<file path="src/rtl/mem_arb_pkg.sv">
// rtl/mem_arb_pkg.sv - shared owner/state encodings for the memory arbiter
// Optional prefetch port is enabled with MEM_ARB_PF_EN.
package mem_arb_pkg;

    typedef enum logic [1:0] {
        ST_IDLE  = 2'd0,
        ST_BUSY  = 2'd1,
        ST_DRAIN = 2'd2
    } state_e;

    typedef enum logic [1:0] {
        OWN_DC = 2'd0,
        OWN_IC = 2'd1,
        OWN_PF = 2'd2
    } owner_e;

    localparam logic [2:0] LEN_WORD = 3'd4;

endpackage

</file>
<file path="src/rtl/mem_arb_pick.sv">
// rtl/mem_arb_pick.sv - DC > IC > PF priority pick with IC anti-starvation override
// A flush cycle blocks IC/PF grants; DC stores may still be granted.
module mem_arb_pick
    import mem_arb_pkg::*;
#(
    parameter int STARVE_LIM = 8,
    parameter int CW         = 4
) (
    input  logic          dc_req_i,
    input  logic          ic_req_i,
    input  logic          pf_req_i,
    input  logic          flush_i,
    input  logic [CW-1:0] starve_cnt_i,
    output logic          gnt_o,
    output owner_e        owner_o
);

    logic starved;
    logic ic_ok;
    logic pf_ok;

    assign starved = ic_req_i && (starve_cnt_i == CW'(STARVE_LIM));
    assign ic_ok   = ic_req_i && !flush_i;
    assign pf_ok   = pf_req_i && !flush_i;

    always_comb begin
        gnt_o   = 1'b0;
        owner_o = OWN_DC;
        if (ic_ok && starved) begin
            gnt_o   = 1'b1;
            owner_o = OWN_IC;
        end else if (dc_req_i) begin
            gnt_o   = 1'b1;
            owner_o = OWN_DC;
        end else if (ic_ok) begin
            gnt_o   = 1'b1;
            owner_o = OWN_IC;
        end else if (pf_ok) begin
            gnt_o   = 1'b1;
            owner_o = OWN_PF;
        end
    end

endmodule

</file>
<file path="src/rtl/mem_arb.sv">
// rtl/mem_arb.sv - IC/DC/PF arbiter in front of a byte-serial bus engine
// Define MEM_ARB_PF_EN to let the prefetch port take part as lowest priority.
module mem_arb
    import mem_arb_pkg::*;
#(
    parameter int STARVE_LIM = 8
) (
    input  logic        clk,
    input  logic        rst,
    input  logic        rdy,
    input  logic        flush,
    input  logic        ic_req,
    input  logic [31:0] ic_addr,
    input  logic        dc_req,
    input  logic        dc_wr,
    input  logic [2:0]  dc_len,
    input  logic [31:0] dc_addr,
    input  logic [31:0] dc_wdata,
    input  logic        pf_req,
    input  logic [31:0] pf_addr,
    output logic        ic_done,
    output logic        dc_done,
    output logic        pf_done,
    output logic [31:0] rdata,
    output logic        m_req,
    output logic        m_wr,
    output logic [2:0]  m_len,
    output logic [31:0] m_addr,
    output logic [31:0] m_wdata,
    input  logic        m_done,
    input  logic [31:0] m_rdata
);

    localparam int CW = $clog2(STARVE_LIM + 1);

    state_e        state_q, state_d;
    owner_e        owner_q, owner_d;
    logic [CW-1:0] cnt_q, cnt_d;
    logic          m_req_q, m_req_d;
    logic          m_wr_q, m_wr_d;
    logic [2:0]    m_len_q, m_len_d;
    logic [31:0]   m_addr_q, m_addr_d;
    logic [31:0]   m_wdata_q, m_wdata_d;
    logic          ic_done_q, ic_done_d;
    logic          dc_done_q, dc_done_d;
    logic          pf_done_q, pf_done_d;
    logic [31:0]   rdata_q, rdata_d;
    logic          pend_q, pend_d;
    logic [31:0]   prdata_q, prdata_d;

    logic          pf_req_eff;
    logic          gnt;
    owner_e        gnt_owner;
    logic          done_ev;
    logic [31:0]   rsrc;

`ifdef MEM_ARB_PF_EN
    assign pf_req_eff = pf_req;
    assign pf_done    = pf_done_q;
`else
    logic pf_unused;
    assign pf_req_eff = 1'b0;
    assign pf_done    = 1'b0;
    assign pf_unused  = pf_req ^ pf_done_q;
`endif

    mem_arb_pick #(.STARVE_LIM(STARVE_LIM), .CW(CW)) u_pick (
        .dc_req_i     (dc_req),
        .ic_req_i     (ic_req),
        .pf_req_i     (pf_req_eff),
        .flush_i      (flush),
        .starve_cnt_i (cnt_q),
        .gnt_o        (gnt),
        .owner_o      (gnt_owner)
    );

    // An m_done seen while frozen is parked so it completes once rdy returns.
    assign done_ev = m_done || pend_q;
    assign rsrc    = pend_q ? prdata_q : m_rdata;

    always_comb begin
        state_d   = state_q;
        owner_d   = owner_q;
        cnt_d     = cnt_q;
        m_req_d   = m_req_q;
        m_wr_d    = m_wr_q;
        m_len_d   = m_len_q;
        m_addr_d  = m_addr_q;
        m_wdata_d = m_wdata_q;
        ic_done_d = 1'b0;
        dc_done_d = 1'b0;
        pf_done_d = 1'b0;
        rdata_d   = rdata_q;
        pend_d    = pend_q;
        prdata_d  = prdata_q;
        if (rdy) begin
            pend_d = 1'b0;
            case (state_q)
                ST_IDLE: begin
                    if (gnt) begin
                        owner_d = gnt_owner;
                        m_req_d = 1'b1;
                        state_d = ST_BUSY;
                        case (gnt_owner)
                            OWN_DC: begin
                                m_wr_d    = dc_wr;
                                m_len_d   = dc_len;
                                m_addr_d  = dc_addr;
                                m_wdata_d = dc_wdata;
                                if (ic_req && (cnt_q != CW'(STARVE_LIM)))
                                    cnt_d = cnt_q + 1'b1;
                            end
                            OWN_IC: begin
                                m_wr_d    = 1'b0;
                                m_len_d   = LEN_WORD;
                                m_addr_d  = ic_addr;
                                m_wdata_d = 32'd0;
                                cnt_d     = '0;
                            end
                            default: begin
                                m_wr_d    = 1'b0;
                                m_len_d   = LEN_WORD;
                                m_addr_d  = pf_addr;
                                m_wdata_d = 32'd0;
                            end
                        endcase
                    end
                end
                ST_BUSY: begin
                    if (done_ev) begin
                        m_req_d = 1'b0;
                        state_d = ST_IDLE;
                        if (owner_q == OWN_DC || !flush) begin
                            rdata_d = (owner_q == OWN_DC && m_wr_q) ? 32'd0 : rsrc;
                            case (owner_q)
                                OWN_DC:  dc_done_d = 1'b1;
                                OWN_IC:  ic_done_d = 1'b1;
                                default: pf_done_d = 1'b1;
                            endcase
                        end
                    end else if (flush && owner_q != OWN_DC) begin
                        state_d = ST_DRAIN;
                    end
                end
                ST_DRAIN: begin
                    if (done_ev) begin
                        m_req_d = 1'b0;
                        state_d = ST_IDLE;
                    end
                end
                default: state_d = ST_IDLE;
            endcase
        end else if (state_q != ST_IDLE && m_done && !pend_q) begin
            pend_d   = 1'b1;
            prdata_d = m_rdata;
        end
    end

    always_ff @(posedge clk or posedge rst) begin
        if (rst) begin
            state_q   <= ST_IDLE;
            owner_q   <= OWN_DC;
            cnt_q     <= '0;
            m_req_q   <= 1'b0;
            m_wr_q    <= 1'b0;
            m_len_q   <= 3'd0;
            m_addr_q  <= 32'd0;
            m_wdata_q <= 32'd0;
            ic_done_q <= 1'b0;
            dc_done_q <= 1'b0;
            pf_done_q <= 1'b0;
            rdata_q   <= 32'd0;
            pend_q    <= 1'b0;
            prdata_q  <= 32'd0;
        end else begin
            state_q   <= state_d;
            owner_q   <= owner_d;
            cnt_q     <= cnt_d;
            m_req_q   <= m_req_d;
            m_wr_q    <= m_wr_d;
            m_len_q   <= m_len_d;
            m_addr_q  <= m_addr_d;
            m_wdata_q <= m_wdata_d;
            ic_done_q <= ic_done_d;
            dc_done_q <= dc_done_d;
            pf_done_q <= pf_done_d;
            rdata_q   <= rdata_d;
            pend_q    <= pend_d;
            prdata_q  <= prdata_d;
        end
    end

    assign ic_done = ic_done_q;
    assign dc_done = dc_done_q;
    assign rdata   = rdata_q;
    assign m_req   = m_req_q;
    assign m_wr    = m_wr_q;
    assign m_len   = m_len_q;
    assign m_addr  = m_addr_q;
    assign m_wdata = m_wdata_q;

endmodule

</file>
<file path="config.mk">
export PLATFORM = sky130hd
export DESIGN_NAME = mem_arb
export DESIGN_NICKNAME = d
export VERILOG_FILES = /design/src/rtl/mem_arb_pkg.sv /design/src/rtl/mem_arb_pick.sv /design/src/rtl/mem_arb.sv
export SDC_FILE = /design/constraint.sdc
export NUM_CORES = 1
export LEC_CHECK = 0
export CORE_ASPECT_RATIO = 0.6
export CORE_UTILIZATION = 40
export DETAILED_ROUTE_END_ITERATION = 8
export DONT_BUFFER_PORTS = 1
export PLACE_DENSITY = 0.57
export SLEW_MARGIN = 20
export SYNTH_ARGS = -nofsm -noshare
export SYNTH_HDL_FRONTEND = slang
export SYNTH_HIERARCHICAL = 1
export SYNTH_SLANG_ARGS = --single-unit
</file>
<file path="constraint.sdc">
create_clock -name clk -period 4.9 [get_ports clk]
set_input_delay 0.49 -clock clk [delete_from_list [all_inputs] [get_ports clk]]
set_output_delay 0.49 -clock clk [all_outputs]
set_load 0.02 [all_outputs]
</file>
Word-level counts from Yosys, hierarchy flattened
Index checks and enable logic that the tools add are counted.
Word-level totals
  bits in registers: 144
  logic and storage cells: 87
  bits of input ports: 172
  output and inout bits: 104
Operators by class
  add/sub/neg operators: 1
  multiplexer cells: 34
  bitwise gates (word level): 1
  eq/ne operators: 11
  reduce and logical (&&, ||, !) cells: 27
Operators with widths (number)
  $mux W32: 3
  $pmux W32 S2: 1
  $mux W1: 19
  $mux W2: 6
  $reduce_and A4 Y1: 3
  $reduce_bool A2 Y1: 5
  $logic_and A1 B1 Y1: 8
  $pmux W4 S2: 1
  $eq A2 B1 Y1 const B: 3
  $logic_not A2 Y1: 3
  $ne A2 B2 Y1 const B: 3
  $pmux W2 S3: 1
  $reduce_and A5 Y1: 1
  $add A4 B1 Y4 const B: 1
  $eq A4 B4 Y1 const B: 1
  $mux W4: 1
  $ne A4 B4 Y1 const B: 1
  $mux W3: 1
  $ne A3 B3 Y1 const B: 1
  $reduce_and A3 Y1: 1
  $eq A2 B2 Y1 const B: 1
  $logic_not A1 Y1: 2
  $logic_or A1 B1 Y1: 2
  $ne A2 B1 Y1 const B: 1
  other kinds (4): 4

Longest topological paths before layout
  depth after elaboration: 8
  depth in mapped cells: 7
  gate-level depth less buffers: 5

By module
The synthesis kept the hierarchy.
By module, submodules not included
  mem_arb: instances 1, cells an instance 612, area an instance 6829.0 µm²
  mem_arb_pick: instances 1, cells an instance 6, area an instance 41.3 µm²

Worst setup path before layout
Ideal clock, no wire load.
  path type: register to register
  from: reg cnt_q[2]
  to: reg m_addr_q[10] (netlist: m_addr[10])
  data required time: 4775 ps
  clock period less this slack: 2086 ps
  path slack: 2814 ps
  arrival time: 1962 ps
  cell stages (with the launch flop): 8
  path through: dfrtp_1 or4b_1 a21oi_1 buf_2 buf_2 mux2i_1 o21ai_0 mux2_2
On the way
  word-level cells in the longest chain between the ends: 6
  elaborated cells on any way between the ends: 9
  those cells by class: 2 x eq/ne; 3 x mux; 4 x reduce/logical
RTL lines
  from (decl): line mem_arb.sv:38  | logic [CW-1:0] cnt_q, cnt_d;
  from (signal assigned): line mem_arb.sv:178  | cnt_q <= cnt_d;
  $eq A4 B4 Y1 *: line mem_arb_pick.sv:22  | assign starved = ic_req_i && (starve_cnt_i == CW'(STARVE_LIM));
  $logic_and A1 B1 Y1 *: line mem_arb_pick.sv:22
  $logic_and A1 B1 Y1 *: line mem_arb_pick.sv:29  | if (ic_ok && starved) begin
  $mux W2 *: line mem_arb_pick.sv:29
  via gnt_owner[0]: line mem_arb.sv:53  | owner_e gnt_owner;
  $eq A2 B1 Y1 / $logic_not A2 Y1 (equally long branches): line mem_arb.sv:104  | case (gnt_owner)
  $pmux W32 S2 *: line mem_arb.sv:104
  to (signal assigned): line mem_arb.sv:182  | m_addr_q <= m_addr_d;
  to (decl): line mem_arb.sv:42  | logic [31:0] m_addr_q, m_addr_d;
The timed path passes the listed nets; every way through them passes the cells marked *.
A chain may end at the register's enable or synchronous reset.

Final worst setup path
  from: reg cnt_q[2]
  to: reg cnt_q[1]
On the way
  word-level cells in the longest chain between the ends: 7
  elaborated cells on any way between the ends: 13
  those cells by class: 4 x eq/ne; 3 x mux; 6 x reduce/logical
RTL lines (line)
  $eq A4 B4 Y1 *: mem_arb_pick.sv:22
  $logic_and A1 B1 Y1 *: mem_arb_pick.sv:22
  $logic_and A1 B1 Y1 *: mem_arb_pick.sv:29
  $mux W2 *: mem_arb_pick.sv:29
  via gnt_owner[0]: mem_arb.sv:53
  $eq A2 B1 Y1 / $logic_not A2 Y1 (equally long branches): mem_arb.sv:104
  $reduce_bool A2 Y1 (no source line) / $ne A2 B2 Y1 (equally long branches)
  $reduce_and A5 Y1 (no source line)
Marks and branches as above.

==> flow_metrics.py <==
metrics = {
    "setup_path": {
        "cp.arrival_ns": 2.94,
        "cp.required_ns": 5.20,
        "crit_slowest_cell": "or4b_1",
        "timing.rr.start": "cnt_q[2]",
        "rrSetupSlack_ns": 2.26,
        "crit_path_start_kind": "flip-flop",
        "critPathMaxFanout": 43,
        "rr_worst_depth": 6,
        "crit_path_max_incr_delay_ns": 0.61,
        "critical-path-top-delay-family": "simple AND/OR/NAND/NOR gates",
        "crit_type": "reg -> reg",
        "cp-end-kind": "flip-flop",
        "timing.rr.end": "cnt_q[1]",
        "path_buf_inv": 1,
        "path_cells": "or4b_1 > a21oi_4 > buf_4 > nor4bb_1 > or3_1 > a32o_1",
    },
    "cts": {
        "root_buffer": "clkbuf_16",
        "htreeDepth": 4,
        "postCtsHoldBufs": 0,
        "clock_sinks": 144,
        "clk_latency_ns": 0.42,
        "cts_buffers": 17,
        "post_cts_buffers": 0,
        "cts_resized": 0,
        "cts_tree": "built",
        "clk_path_buf_depth": 2,
        "clk_pin_slew_worst_paths_ns": 0.07,
    },
    "cells_and_area": {
        "final_cell_area_mm2": 0.00759,
        "final_nets": 772,
        "area_delta_synth_final_pct": 10.5,
        "finalNonFillerCells": 836,
        "num_antenna_cells": 0,
        "drive_above_1_share_pct": 18.9,
    },
    "logic_synthesis": {
        "ys_warn_count": 6,
        "synth_top_area_share_pct": 52.4,
        "ys_types": 43,
        "yosys-top-cells-count": "dfrtp_1, nand2_1, o21ai_0, mux2i_1, mux2_2",
        "syn_inst": 618,
        "synth.most_common_cell": "dfrtp_1",
        "synth_edf_count": 0,
        "synth_area_mm2": 0.00687,
        "synth.avg_cell_area_um2": 11.1,
        "yosys_most_used_dff": "dfrtp_1",
        "netlist_top_cells_area": "dfrtp_1, mux2_2, mux2i_1",
        "synthArstFlopShare_pct": 100,
        "synth_top_cell_by_area": "dfrtp_1",
        "ys_seq_area_share_pct": 52.4,
        "synth-seq-cells": 144,
    },
    "timing": {
        "fin_skew_ns": 0.0129,
        "worst_slew_pin_slew_ns": 8.66,
        "setup-tns-final_ns": 0,
        "timing.fmax_ghz": 0.379,
        "setup_viol": 0,
        "fin_crit_sh_pct": 53.8,
        "rsz0062_at_grt": "false",
        "hold_viol": 5,
        "post-route-min-period_ns": 2.64,
        "slew_viol_final": 69,
        "holdWs_ns": -0.00460,
        "worst_slack_ns": 2.26,
        "slew_headroom_pct": -485,
    },
    "power": {
        "powerDensity_mw_per_mm2": 677,
        "peakVddDrop_uv": 264,
        "p_leak_nw": 3.15,
    },
    "run_status": {
        "violations": "hold timing, slew limit",
        "status": "finished, violations left",
    },
    "global_routing": {
        "grt_max_degree": 103,
        "grt_first_pass_wirelength_um": 25700,
        "grt_pass1_vias": 4773,
        "antenna_found_initial": 0,
        "grt.total_usage_pct": 18.8,
        "grt_remaining_overflow": 0,
    },
    "detailed_routing": {
        "drt_iter0_markers": 255,
        "topRoutingLayerUsed": "met4",
        "ant_nets": 0,
        "remaining_drc_errors": 0,
        "via_per_inst": 5.57,
        "wl_met3_um": 1470,
        "drt-wirelength-per-cell_um": 19.7,
        "wl_met2_um": 7660,
        "wl_met1_um": 7230,
        "postRouteWirelength_um": 16400,
        "vias": 4660,
        "dr.pass1.iters": 4,
    },
    "place": {
        "dp.cells": 804,
        "dp_slack_ns": 2.29,
        "gp_congestion": 0.770,
        "hpwl_um": 11400,
        "io_buffer_count": 0,
        "dpl_cell_area_mm2": 0.00700,
    },
    "floorplanning": {
        "start_util_pct": 41.7,
        "core-area_mm2": 0.0165,
        "die-area_mm2": 0.0177,
        "num_rows": 36,
        "ios": 276,
        "die-width_um": 171,
        "die_height_um": 104,
    },
    "min_path": {
        "min_path_type": "in -> async",
    },
    "flow_run": {
        "cap_viol_max_count": 0,
    },
}
## state kept, by name, summed over array words and instances, names as in the netlist, 2 cells and up
| register | count |
|---|---|
| cnt_q | 4 |
| m_addr | 32 |
| m_len | 3 |
| m_wdata | 32 |
| owner_q | 2 |
| prdata_q | 32 |
| rdata | 32 |
| state_q | 2 |
## cells in the final DEF (no fill, tap or decap), types with 3 or more instances in the layout
cell / instances
buf_4: 8
clkbuf_16: 17
clkinvlp_4: 5
conb_1: 3
dfrtp_1: 143
ha_1: 5
inv_1: 5
inv_6: 5
mux2_2: 64
mux2i_1: 65
nand2_1: 104
nor2_1: 4
nor3_1: 3
o21ai_0: 101
o41ai_1: 34
## power by group
group / leakage [nW] / internal, mW / switching [mW]
registers: 1.77 / 1.75 / 0.899
logic: 1.10 / 0.568 / 0.630
clock network: 0.272 / 0.759 / 0.533
total: 3.15 / 3.07 / 2.06
## worst max path at each step
stage,from,end,slack (ns),cells after the start
6_report,cnt_q[2],cnt_q[1],2.26,6
4_1_cts,cnt_q[2],cnt_q[1],2.26,6
3_3_place_gp,cnt_q[3],m_wr,2.28,6
3_5_place_dp,cnt_q[2],cnt_q[1],2.29,6
5_1_grt,cnt_q[2],cnt_q[1],2.12,6
2_1_floorplan,rst,cnt_q[0],0.54,1
## cell type report
class,count,area (um^2)
tap,228,285
fill,1554,8900
multi-input combinational,418,3020
sequential,144,3600
clock inverter,14,158
inverter,6,27.5
clock buffer,18,429
timing repair buffer,8,60.1
## per-layer routing
metal  vias up  global-route usage, %
li1       2175                      -
met1      2314                   24.0
met2       162                   29.3
met3         9                   8.06
met4         0                   4.46
met5         -                      0
## through the flow
step	utilization, %	hold slack (ns)	power [mW]
after floorplan	-	0.458	3.54
after global placement	42.4	0.449	3.80
after detailed placement	42.4	0.460	3.88
after CTS	46.0	0.000194	5.20
after global routing	46.0	0.0213	5.45
final	46.0	-0.00460	5.14
## logic make-up after synthesis
group | count (synthesis) | synth area share [%]
AO/OA/AOI/OAI | 151 | 13.5
adder cells (fa/ha/maj) | 5 | 0.911
buffers and inverters | 58 | 4.30
flip-flops | 144 | 52.4
multiplexers | 131 | 20.3
other | 1 | 0.0546
AND/OR/NAND/NOR | 128 | 8.49
Power figures use the tool's default switching activity.
